[src/rtl/kgp_risc_pkg.sv]
// Shared definitions for the kgp_risc sequencing stage: opcodes, FSM encoding,
// flag bundle and default widths.
package kgp_risc_pkg;

  localparam int PC_W_DEF  = 12;
  localparam int LBL_W_DEF = 26;

  typedef enum logic [1:0] {
    ST_FETCH  = 2'd0,
    ST_DECODE = 2'd1,
    ST_EXEC   = 2'd2
  } state_t;

  typedef struct packed {
    logic zf;
    logic cf;
    logic sf;
    logic vf;
  } flags_t;

  localparam logic [5:0] OP_B    = 6'h20;
  localparam logic [5:0] OP_BZ   = 6'h21;
  localparam logic [5:0] OP_BNZ  = 6'h22;
  localparam logic [5:0] OP_BCY  = 6'h23;
  localparam logic [5:0] OP_BNCY = 6'h24;
  localparam logic [5:0] OP_BS   = 6'h25;
  localparam logic [5:0] OP_BNS  = 6'h26;
  localparam logic [5:0] OP_BV   = 6'h27;
  localparam logic [5:0] OP_BNV  = 6'h28;
  localparam logic [5:0] OP_CALL = 6'h29;

endpackage

[src/rtl/branch_cond.sv]
// Combinational branch condition: opcode and flags in, taken / is_call out.
module branch_cond
  import kgp_risc_pkg::*;
(
  input  logic [5:0] opcode,
  input  flags_t     flags,
  output logic       taken,
  output logic       is_call
);

  // opcode/flag decode
  always_comb begin
    taken   = 1'b0;
    is_call = 1'b0;
    case (opcode)
      OP_B:    taken = 1'b1;
      OP_BZ:   taken = flags.zf;
      OP_BNZ:  taken = ~flags.zf;
      OP_BCY:  taken = flags.cf;
      OP_BNCY: taken = ~flags.cf;
      OP_BS:   taken = flags.sf;
      OP_BNS:  taken = ~flags.sf;
      OP_BV:   taken = flags.vf;
      OP_BNV:  taken = ~flags.vf;
      OP_CALL: begin
        taken   = 1'b1;
        is_call = 1'b1;
      end
      default: begin
        taken   = 1'b0;
        is_call = 1'b0;
      end
    endcase
  end

endmodule

[src/rtl/branch_resolver.sv]
// FETCH/DECODE/EXEC sequencer that resolves branches against the flag register
// and drives registered isBranch/label/pc_step/ra/ra_we for the EXEC cycle.
module branch_resolver
  import kgp_risc_pkg::*;
#(
  parameter int PC_W  = PC_W_DEF,
  parameter int LBL_W = LBL_W_DEF
) (
  input  logic             clk,
  input  logic             rst,
  input  logic [PC_W-1:0]  pc,
  input  logic [31:0]      instr,
  input  logic             flags_we,
  input  logic             zf_in,
  input  logic             cf_in,
  input  logic             sf_in,
  input  logic             vf_in,
  output logic             isBranch,
  output logic [LBL_W-1:0] label,
  output logic             pc_step,
  output logic [PC_W-1:0]  ra,
  output logic             ra_we
);

  state_t            state_r, state_s;
  logic [31:0]       ir_r, ir_s;
  logic [PC_W-1:0]   pc_q_r, pc_q_s;
  flags_t            flags_r, flags_s;

  logic              taken_s, is_call_s;
  logic              is_branch_s, pc_step_s, ra_we_s;
  logic [LBL_W-1:0]  label_s;
  logic [PC_W-1:0]   ra_s;

  // state register
  always_ff @(posedge clk) begin
    if (rst) begin
      state_r <= ST_FETCH;
    end else begin
      state_r <= state_s;
    end
  end

  // next-state: unconditional three-phase rotation
  always_comb begin
    state_s = ST_FETCH;
    case (state_r)
      ST_FETCH:  state_s = ST_DECODE;
      ST_DECODE: state_s = ST_EXEC;
      ST_EXEC:   state_s = ST_FETCH;
      default:   state_s = ST_FETCH;
    endcase
  end

  // Values ir/pc_q/flags will hold during the coming cycle; outputs are
  // registered, so the EXEC decision is formed from these at the DECODE edge.
  always_comb begin
    ir_s   = ir_r;
    pc_q_s = pc_q_r;
    if (state_r == ST_DECODE) begin
      ir_s   = instr;
      pc_q_s = pc;
    end else begin
      ir_s   = ir_r;
      pc_q_s = pc_q_r;
    end
    if (flags_we) begin
      flags_s = '{zf: zf_in, cf: cf_in, sf: sf_in, vf: vf_in};
    end else begin
      flags_s = flags_r;
    end
  end

  // IR, captured PC and architectural flags
  always_ff @(posedge clk) begin
    if (rst) begin
      ir_r    <= 32'd0;
      pc_q_r  <= {PC_W{1'b0}};
      flags_r <= '{zf: 1'b0, cf: 1'b0, sf: 1'b0, vf: 1'b0};
    end else begin
      ir_r    <= ir_s;
      pc_q_r  <= pc_q_s;
      flags_r <= flags_s;
    end
  end

  branch_cond u_branch_cond (
    .opcode  (ir_s[31:26]),
    .flags   (flags_s),
    .taken   (taken_s),
    .is_call (is_call_s)
  );

  // output decode: non-idle only for the cycle that will be EXEC
  always_comb begin
    is_branch_s = 1'b0;
    label_s     = {LBL_W{1'b0}};
    pc_step_s   = 1'b0;
    ra_we_s     = 1'b0;
    ra_s        = ra;
    if (state_r == ST_DECODE) begin
      pc_step_s   = 1'b1;
      is_branch_s = taken_s;
      label_s     = taken_s ? ir_s[LBL_W-1:0] : {LBL_W{1'b0}};
      ra_we_s     = is_call_s;
      ra_s        = is_call_s ? (pc_q_s + {{(PC_W-1){1'b0}}, 1'b1}) : ra;
    end else begin
      pc_step_s   = 1'b0;
      is_branch_s = 1'b0;
    end
  end

  // registered outputs
  always_ff @(posedge clk) begin
    if (rst) begin
      isBranch <= 1'b0;
      label    <= {LBL_W{1'b0}};
      pc_step  <= 1'b0;
      ra       <= {PC_W{1'b0}};
      ra_we    <= 1'b0;
    end else begin
      isBranch <= is_branch_s;
      label    <= label_s;
      pc_step  <= pc_step_s;
      ra       <= ra_s;
      ra_we    <= ra_we_s;
    end
  end

endmodule
[config.mk]
export PLATFORM = sky130hd
export DESIGN_NAME = branch_resolver
export DESIGN_NICKNAME = d
export VERILOG_FILES = /design/src/rtl/kgp_risc_pkg.sv /design/src/rtl/branch_cond.sv /design/src/rtl/branch_resolver.sv
export SDC_FILE = /design/constraint.sdc
export NUM_CORES = 1
export LEC_CHECK = 0
export ABC_AREA = 0
export CAP_MARGIN = 40
export CELL_PAD_IN_SITES_DETAIL_PLACEMENT = 0
export CELL_PAD_IN_SITES_GLOBAL_PLACEMENT = 2
export CORE_ASPECT_RATIO = 1.1
export CORE_MARGIN = 4
export CORE_UTILIZATION = 31
export CTS_CLUSTER_SIZE = 14
export DETAILED_ROUTE_END_ITERATION = 8
export GPL_TIMING_DRIVEN = 0
export PLACE_DENSITY_LB_ADDON = 0.1
export SYNTH_ARGS = -nofsm -noshare
export SYNTH_HDL_FRONTEND = slang
export SYNTH_SLANG_ARGS = --single-unit
[constraint.sdc]
create_clock -name clk -period 3.9 [get_ports clk]
set_input_delay 1.17 -clock clk [delete_from_list [all_inputs] [get_ports clk]]
set_output_delay 1.17 -clock clk [all_outputs]
set_load 0.02 [all_outputs]
# Word level (Yosys, flattened, before mapping)
# Index checks and enable logic that the tools add are counted.
classes:
  addsub: 1
  n_eq_ne: 11
  mux: 7
  bitwise_logic: 6
  reduce_logical: 5
op_table:
  columns: ["cell", "count"]
  rows:
  - ["== test 6 bit (second input constant)", 10]
  - ["2-to-1 mux 32 bit", 1]
  - ["adder 12 x 1 -> 12 bit (second input constant)", 1]
  - ["2-to-1 mux 12 bit", 1]
  - ["one-hot mux 1 bit (9 select lines)", 1]
  - ["NOT 1 bit", 6]
  - ["2-to-1 mux 4 bit", 1]
  - ["one-hot mux 2 bit (2 select lines)", 1]
  - ["OR reduction 2 bit", 2]
  - ["OR reduction 3 bit", 1]
  - ["== test 2 x 1 -> 1 bit (second input constant)", 1]
  - ["zero test 2 bit", 1]
  - ["2-to-1 mux 1 bit", 2]
  - ["AND reduction 2 bit", 1]
totals:
  regBits: 91
  inputBits: 51
  out_inout_bits: 41
  elab_cells: 42

# Logic depth before layout (Yosys ltp)
logic_depth:
  ltp_word: 7
  mapped_depth: 10
  mapped_depth_nobuf: 8

# Hierarchy
# From an unflattened synthesis, not the netlist that was laid out.
unflattened:
  cells_unflattened: 252
  hier_area_um2: 2386.0
by_module_without_submodules:
  columns: ["mod", "instances", "cells_each", "area_each_um2", "seq_area_each_um2"]
  rows:
  - ["branch_resolver", 1, 238, 2280.9, 1241.2]
  - ["branch_cond", 1, 14, 105.1, 0.0]

# Worst setup path before layout
# Ideal clock, no wire load.
synth_path:
  path_type: "in2reg"
  start: "input flags_we"
  end: "register label[12]"
  setup_ns: 0.137
  t_arrival_ns: 2.588
  required_ns: 3.763
  setup_slack_ns: 1.175
  cell_stages: 8
  path_buffers: 3
  cell_sequence: "clkbuf_1 > mux2i_1 > or3b_1 > a21oi_1 > o32a_1 > buf_6 > buf_6 > nor3_2"
synth_between:
  elab_chain_cells: 5
  word_cells_on_any_way: 8
  classes_between: "mux: 2; bitwise: 5; reduce/logical: 1"
synth_rtl:
  columns: ["item", "line_no", "rtl"]
  rows:
  - ["from (decl)", "branch_resolver.sv:13", "input logic flags_we,"]
  - ["2-to-1 mux 4 bit (*)", "branch_resolver.sv:67", "if (flags_we) begin"]
  - ["NOT 1 bit (on tied branches)", null, null]
  - ["one-hot mux 1 bit (9 select lines) (*)", "branch_cond.sv:15", "case (opcode)"]
  - ["NOT 1 bit (no line) (*)", null, null]
  - ["OR reduction 3 bit (no line) (*)", null, null]
  - ["to (signal assigned)", "branch_resolver.sv:117", "label <= {LBL_W{1'b0}};"]
  - ["to (signal assigned)", "branch_resolver.sv:123", "label <= label_s;"]
  - ["to (decl)", "branch_resolver.sv:19", "output logic [LBL_W-1:0] label,"]
# Every way passes the cells marked *; elsewhere a longest branch is shown, timed or not.
# A chain may end at the register's enable or synchronous reset.

# Worst setup path in the final report
layout_path:
  start: "input instr[30]"
  end: "register label[3]"
layout_between:
  elab_chain_cells: 6
  word_cells_on_any_way: 15
  classes_between: "eq/ne: 10; mux: 2; bitwise: 1; reduce/logical: 2"
layout_rtl:
  columns: ["item", "line_no", "rtl"]
  rows:
  - ["from (decl)", "branch_resolver.sv:12", "input logic [31:0] instr,"]
  - ["2-to-1 mux 32 bit (*)", "branch_resolver.sv:60", "if (state_r == ST_DECODE) begin"]
  - ["== test 6 bit", "branch_cond.sv:15", null]
  - ["OR reduction 2 bit (no line)", null, null]
  - ["one-hot mux 1 bit (9 select lines) (*)", "branch_cond.sv:15", null]
  - ["NOT 1 bit (no line) (*)", null, null]
  - ["OR reduction 3 bit (no line) (*)", null, null]
# Marked as above.

==> results.tsv <==
stage	metric	value	unit
place	hpwl dp	6070	um
logic_synthesis	count of unique library cells instantiated by Yosys	40	
logic_synthesis	Synth Area in Adders	0.00377	
clocking	number of CTS-inserted buffers	9	
layout	Layout Cells excl Fill	577	
detailed_routing	Vias per Instance	4.46	
timing	fin crit period	2.96	ns
global_routing	first-pass GRT wire length	13400	um
layout	layout cell share with drive strength beyond 1	0.113	
floorplanning	Site Rows	39	
logic_synthesis	number of flops mapped to enable cells by yosys	0	
clocking	# H-tree levels	3	
logic_synthesis	post-synthesis xor/xnor area fraction	0.0185	
logic_synthesis	Syn Nets	381	
pwr	Power Internal	0.00166	W
logic_synthesis	mux cell area share after synthesis	0.149	
logic_synthesis	Compound-Gate Fraction of Synth Area	0.0486	
global_routing	vias in the first global route	2634	
detailed_routing	wire length after detailed routing	8200	um
logic_synthesis	Synth top cells by count	86 x dfxtp_1, 58 x nor2_1, 43 x mux2i_1, 20 x nand2_1, 17 x nor3_2	
timing	fin crit share	0.759	
worst_setup_path	Worst path slowest cell	clkdlybuf4s50_1	
timing	worst slew pin tran	0.701	ns
worst_setup_path	Crit path largest cell delay	0.42	ns
global_routing	Total GRT Usage	0.138	
worst_setup_path	Cell Chain, Critical Path	clkdlybuf4s50_1, nand2b_1, mux2i_1, nand3_1, nand2_1, nand2_1, buf_1, nor3_1	
timing	Max Slew Vio Count	0	
clocking	# resized after CTS	0	
clocking	Setup Buffers After CTS	0	
detailed_routing	vias	2574	
timing	Hold Fails Final Rpt	0	
clocking	CTS tree	built	
pwr	Max rail drop VDD	0.227	mV
detailed_routing	post-route ant nets	0	
detailed_routing	initial detailed-routing violation count	53	
logic_synthesis	top cells by area, synth	dfxtp_1 52%, mux2i_1 13%, nor2_1 6.6%	
pwr	LEAKAGE	1.77	nW
worst_setup_path	critical path fanouts, max	10	
logic_synthesis	cell taking the most area after synthesis	dfxtp_1	
clocking	Max clock buf depth	2	
timing	Setup Skew	0.00595	ns
pwr	pwr/cell area	456	mW/mm2
logic_synthesis	flops & latches, synth	86	
pwr	switching power	0.000505	W
pwr	Comb power frac	0.126	
logic_synthesis	ys async rst share	0	
floorplanning	Die H	117	um
timing	final setup TNS	0	ns
floorplanning	I/O pin count	92	
worst_setup_path	Crit Path Category	in -> reg	
pwr	Reg power frac	0.428	
logic_synthesis	Mapped Cells	329	
floorplanning	Starting Density	0.318	
clocking	Sinks on Clock Net	86	
worst_setup_path	FF-to-FF setup slack	1.54	ns
layout	fin nets	481	
floorplanning	die width	107	um
pwr	switching portion of total power	0.234	
layout	P&R area growth vs syn	42.5	%
clocking	clock root buffer	clkbuf_16	
worst_setup_path	crit path DAT	3.21	ns
floorplanning	core area	0.0104	mm2
timing	relative slew slack	0.532	
layout	filler cell count	1056	
global_routing	gr ovfl total	0	
timing	# setup viols final	0	
logic_synthesis	post-synthesis sequential area ratio	0.518	
layout	diode count	0	
global_routing	initial antenna violation count	0	
logic_synthesis	Syn. warnings	0	
logic_synthesis	Yosys top cell area share	0.518	
logic_synthesis	main combinational cell family by area after synthesis	simple AND/OR/NAND/NOR gates	
pwr	Tot Pwr	0.00216	W
detailed_routing	router iterations before antenna repair	4	
global_routing	largest net degree at the start of global routing	15	
clocking	# hold bufs at CTS	0	
detailed_routing	DRC violation count after routing	0	
place	IO Port Bufs	89	
place	Placer Congestion	0.738	
worst_setup_path	crit path launch type	primary input	
timing	RSZ-0062 raised after global routing	no	
clocking	Clock Latency Late Sink	0.33	ns
logic_synthesis	Synth Flop Type	dfxtp_1	
logic_synthesis	Mapped Avg Cell Area	10.1	um2
job	max cap viols	0	
run_status	status	finished, final reports clean	
logic_synthesis	top-count cell post-synth	dfxtp_1	
logic_synthesis	Synth Area in Simple Gates	0.223	
worst_setup_path	Crit. End Element	register	
place	Placed Instances	561	
pwr	clock share of power	0.446	
timing	Fmax	338	MHz
logic_synthesis	Mapped Area	0.00332	mm2
worst_setup_path	most used cell, CP	nand2_1	
worst_hold_path	Hold WC Path Type	reg -> reg	
detailed_routing	wire per inst	14.2	um
floorplanning	die area	0.0124	mm2
worst_setup_path	CP required	4.15	ns
clocking	clock-pin slew of the registers on the worst-case setup and hold paths	0.06	ns
## power groups by stage
stage | clock network [W] | logic, W | registers [W]
finish | 0.000965 | 0.000271 | 0.000925
global route | 0.00104 | 0.000301 | 0.000928
CTS | 0.000991 | 0.000278 | 0.000925
detailed placement | 0 | 0.000276 | 0.000945
global placement | 0 | 0.000277 | 0.000944
floorplan | 0 | 0.000176 | 0.000943
## worst max-delay path, delay by kind of cell
kind	cells	cell delay, ns
AND/OR/NAND/NOR	5	0.97
buffers and inverters	2	0.78
multiplexers	1	0.30
## flip-flops by register name (all words and copies together), names as in the netlist
register and cells:
ra_we 1, flags_r 4, isBranch 1, state_r 1
ir_r 28, pc_q_r 12, pc_step 1, ra 12
label 26
## logic make-up (layout without fill, tap and decap cells)
| group | count (synthesis) | count (layout) |
|---|---|---|
| mux | 48 | 48 |
| simple gates | 137 | 137 |
| fa+ha+maj | 1 | 1 |
| flops | 86 | 86 |
| xor+xnor | 7 | 7 |
| buf+inv | 25 | 130 |
| compound gates | 25 | 25 |
## worst paths after layout
check	startpoint	endpoint	cells past startpoint
setup reg to reg	pc_step	label[10]	9
hold reg to reg	ir_r[31]	ir_r[31]	2
hold / removal	ir_r[31]	ir_r[31]	2
setup / recovery	instr[30]	label[3]	8
## area by class of cell
cell class,count,area (um2),area share
Buffer,22,120,0.0254
Clock buffer,12,267,0.0563
Clock inverter,4,76.3,0.0161
Inverter,3,11.3,0.00238
Multi-Input combinational cell,218,1470,0.310
Sequential cell,86,1720,0.364
Tap cell,143,179,0.0378
Timing Repair Buffer,89,891,0.188
## metrics by stage
step	hold WS, ns	util	area (um2)	setup slack, ns
2_1_floorplan	0.431	-	3320	1.17
3_3_place_gp	0.446	0.421	4390	0.516
3_5_place_dp	0.448	0.421	4390	0.547
4_1_cts	0.457	0.453	4730	0.879
5_1_grt	0.497	0.453	4730	0.765
6_report	0.458	0.453	4730	0.939
## placed cells by master, fill, tap and decap left out, drive strengths merged, types with 2 or more instances in the layout
| master | instances |
|---|---|
| clkdlybuf4s50 | 89 |
| nand4bb | 2 |
| xor2 | 7 |
| buf | 11 |
| nand3 | 6 |
| clkbuf | 23 |
| nor4 | 2 |
| and2 | 2 |
| dfxtp | 86 |
| nor2 | 58 |
| bufinv | 2 |
| nor3b | 3 |
| nand2b | 7 |
| and4b | 2 |
| and3 | 2 |
| nor3 | 26 |
| mux2 | 2 |
| nand2 | 20 |
| a31oi | 3 |
| nand3b | 3 |
| o21ai | 6 |
| mux2i | 46 |
| inv | 4 |
| a21oi | 8 |
## routing by layer
layer,track usage,part of all wire
met1,0.179,0.48
met2,0.211,0.44
met3,0.0442,0.064
met4,0.0614,0.018
met5,0,0
Power figures use the tool's default switching activity.
==> patch (config.mk and constraints unchanged) <==
Put one more register stage on the output `ra`. The value now appears one clock later. The other outputs are not delayed to match. Comments in the files are not updated.
--- a/src/rtl/branch_resolver.sv
+++ b/src/rtl/branch_resolver.sv
@@ -21,6 +21,8 @@
   output logic [PC_W-1:0]  ra,
   output logic             ra_we
 );
+
+  logic [PC_W-1:0] ra_s0;
 
   state_t            state_r, state_s;
   logic [31:0]       ir_r, ir_s;
@@ -97,13 +99,13 @@
     label_s     = {LBL_W{1'b0}};
     pc_step_s   = 1'b0;
     ra_we_s     = 1'b0;
-    ra_s        = ra;
+    ra_s        = ra_s0;
     if (state_r == ST_DECODE) begin
       pc_step_s   = 1'b1;
       is_branch_s = taken_s;
       label_s     = taken_s ? ir_s[LBL_W-1:0] : {LBL_W{1'b0}};
       ra_we_s     = is_call_s;
-      ra_s        = is_call_s ? (pc_q_s + {{(PC_W-1){1'b0}}, 1'b1}) : ra;
+      ra_s        = is_call_s ? (pc_q_s + {{(PC_W-1){1'b0}}, 1'b1}) : ra_s0;
     end else begin
       pc_step_s   = 1'b0;
       is_branch_s = 1'b0;
@@ -116,15 +118,19 @@
       isBranch <= 1'b0;
       label    <= {LBL_W{1'b0}};
       pc_step  <= 1'b0;
-      ra       <= {PC_W{1'b0}};
+      ra_s0    <= {PC_W{1'b0}};
       ra_we    <= 1'b0;
     end else begin
       isBranch <= is_branch_s;
       label    <= label_s;
       pc_step  <= pc_step_s;
-      ra       <= ra_s;
+      ra_s0    <= ra_s;
       ra_we    <= ra_we_s;
     end
   end
 
+  always_ff @(posedge clk) begin
+    ra <= ra_s0;
+  end
+
 endmodule
Function: changed (a bounded check fails within 4 cycles, from zero or initial values and one cycle with rst high).
==> patch against the original RTL <==
  * Combinational power up 13%
  * Sequential share of layout area up 2.0 points
  * Synthesized area up 14%
  * Sequential cell count up 14
  * Routed wire length up 14%
  * Worst setup slack worse by 0.14 ns
  * Cell area up 10%
  * Via count up 13%
  * Power up 8.4%
==> patch: results (changes against the original RTL) <==
Status = completed (unchanged)
Family with the most delay on the worst path = buffers and inverters (was simple AND/OR/NAND/NOR gates)
Multiplexer share of the synthesized area = 14.26% (was 14.88%)
Share of layout cells above drive strength 1 = 11.35% (was 11.29%)
Invs w/o clock = 2 (was 3)
Critical Path AT = 3.33 ns (was 3.21 ns)
Fin cells = 621 (was 577)
Total GRT Usage = 13.65% (was 13.78%)
Sequential cell area share = 38.37% (was 36.36%)
Placed insts = 605 (was 561)
Final clock-cell share = 6.187% (was 7.241%)
Number of global-route vias before repair = 2,845 (was 2,634)
Vias = 2,903 (was 2,574)
Layout area overhead = 37.62% (was 42.52%)
Nets@finish = 514 (was 481)
DPL Wire Length = 6742 um (was 6069 um)
Crit-path max cell delay = 0.59 ns (was 0.42 ns)
Initial antenna violation count = 0 (unchanged)
Seq Cell Count = 100 (was 86)
Leak = 1.904 nW (was 1.768 nW)
Signal buffers = 114 (was 111)
Post-Synthesis Cells = 360 (was 329)
Fraction of area in multi-input gates = 31.32% (was 31.03%)
1st-iter DRT viols = 61 (was 53)
Peak supply drop = 203.3 uV (was 226.8 uV)
Compound-Gate Fraction of Synth Area = 6.997% (was 4.859%)
Cell variety after synth = 52 (was 40)
Post-synthesis xor/xnor area fraction = 0.4620% (was 1.846%)
Setup slack at placement = 0.4307 ns (was 0.5471 ns)
Total Wirelength = 9313 um (was 8197 um)
Synth cell count leaders = 100 x dfxtp_1, 45 x nor2_1, 43 x mux2i_1 (was 86 x dfxtp_1, 58 x nor2_1, 43 x mux2i_1)
Signal buf overhead = 20.29% (was 21.35%)
Seq/Total Area, Yosys = 52.81% (was 51.83%)
Placer Congestion = 0.7647 (was 0.7376)
Post-DP Area = 0.004895 mm2 (was 0.004392 mm2)
Well tap count = 154 (was 143)
Syn_nets = 412 (was 381)
Top Registers = ir_r: 30 flops, label: 26 flops (was ir_r: 28 flops, label: 26 flops)
Worst-margin pin slew = 0.7135 ns (was 0.7014 ns)
Top post-synthesis cells by area = dfxtp_1 53%, mux2i_1 11%, nor2_1 4.5%, nand2_1 2.9%, nor3_1 2.8% (was dfxtp_1 52%, mux2i_1 13%, nor2_1 6.6%, nor3_2 5.1%, nand2_1 2.3%)
Largest net degree at the start of global routing = 18 (was 15)
First-pass GRT wire length = 14,720 um (was 13,410 um)
Multi-input gates = 235 (was 218)
Adder-Cell Fraction of Synth Area = 0.3300% (was 0.3766%)
H-tree depth = 3 (unchanged)
Port-buffer cells = 91 (was 89)
FILL cells = 1,161 (was 1,056)
Clk_skew = 0.006381 ns (was 0.005945 ns)
## patch: where the power goes
group	internal [W]	total, W	switching [W]
Clock	0.000566	0.000965	0.000399
Sequential	0.00106	0.00107	0.0000164
Combinational	0.000145	0.000306	0.000160
## patch: layer usage
| layer | global-route usage, % | vias to the layer above | share of wire (%) |
|---|---|---|---|
| met1 | 16.56 | 1361 | 44 |
| met4 | 4.808 | 0 | 1.6 |
| met3 | 5.442 | 10 | 5.8 |
| li1 | - | 1470 | - |
| met2 | 22.07 | 62 | 48 |
| met5 | 0 | - | 0 |
## patch: final timing paths
kind                                       startpoint                     end  slack, ns  cells after the start
worst max-delay path                         flags_we     isBranch$_SDFF_PP0_       0.79                      7
worst min-delay path            ra_s0[3]$_SDFFE_PP0P_           ra[3]$_DFF_P_       0.35                      0
worst max register to register  state_r[0]$_SDFF_PP0_  ra_s0[10]$_SDFFE_PP0P_       1.04                     11
worst min register to register  ra_s0[3]$_SDFFE_PP0P_           ra[3]$_DFF_P_       0.35                      0
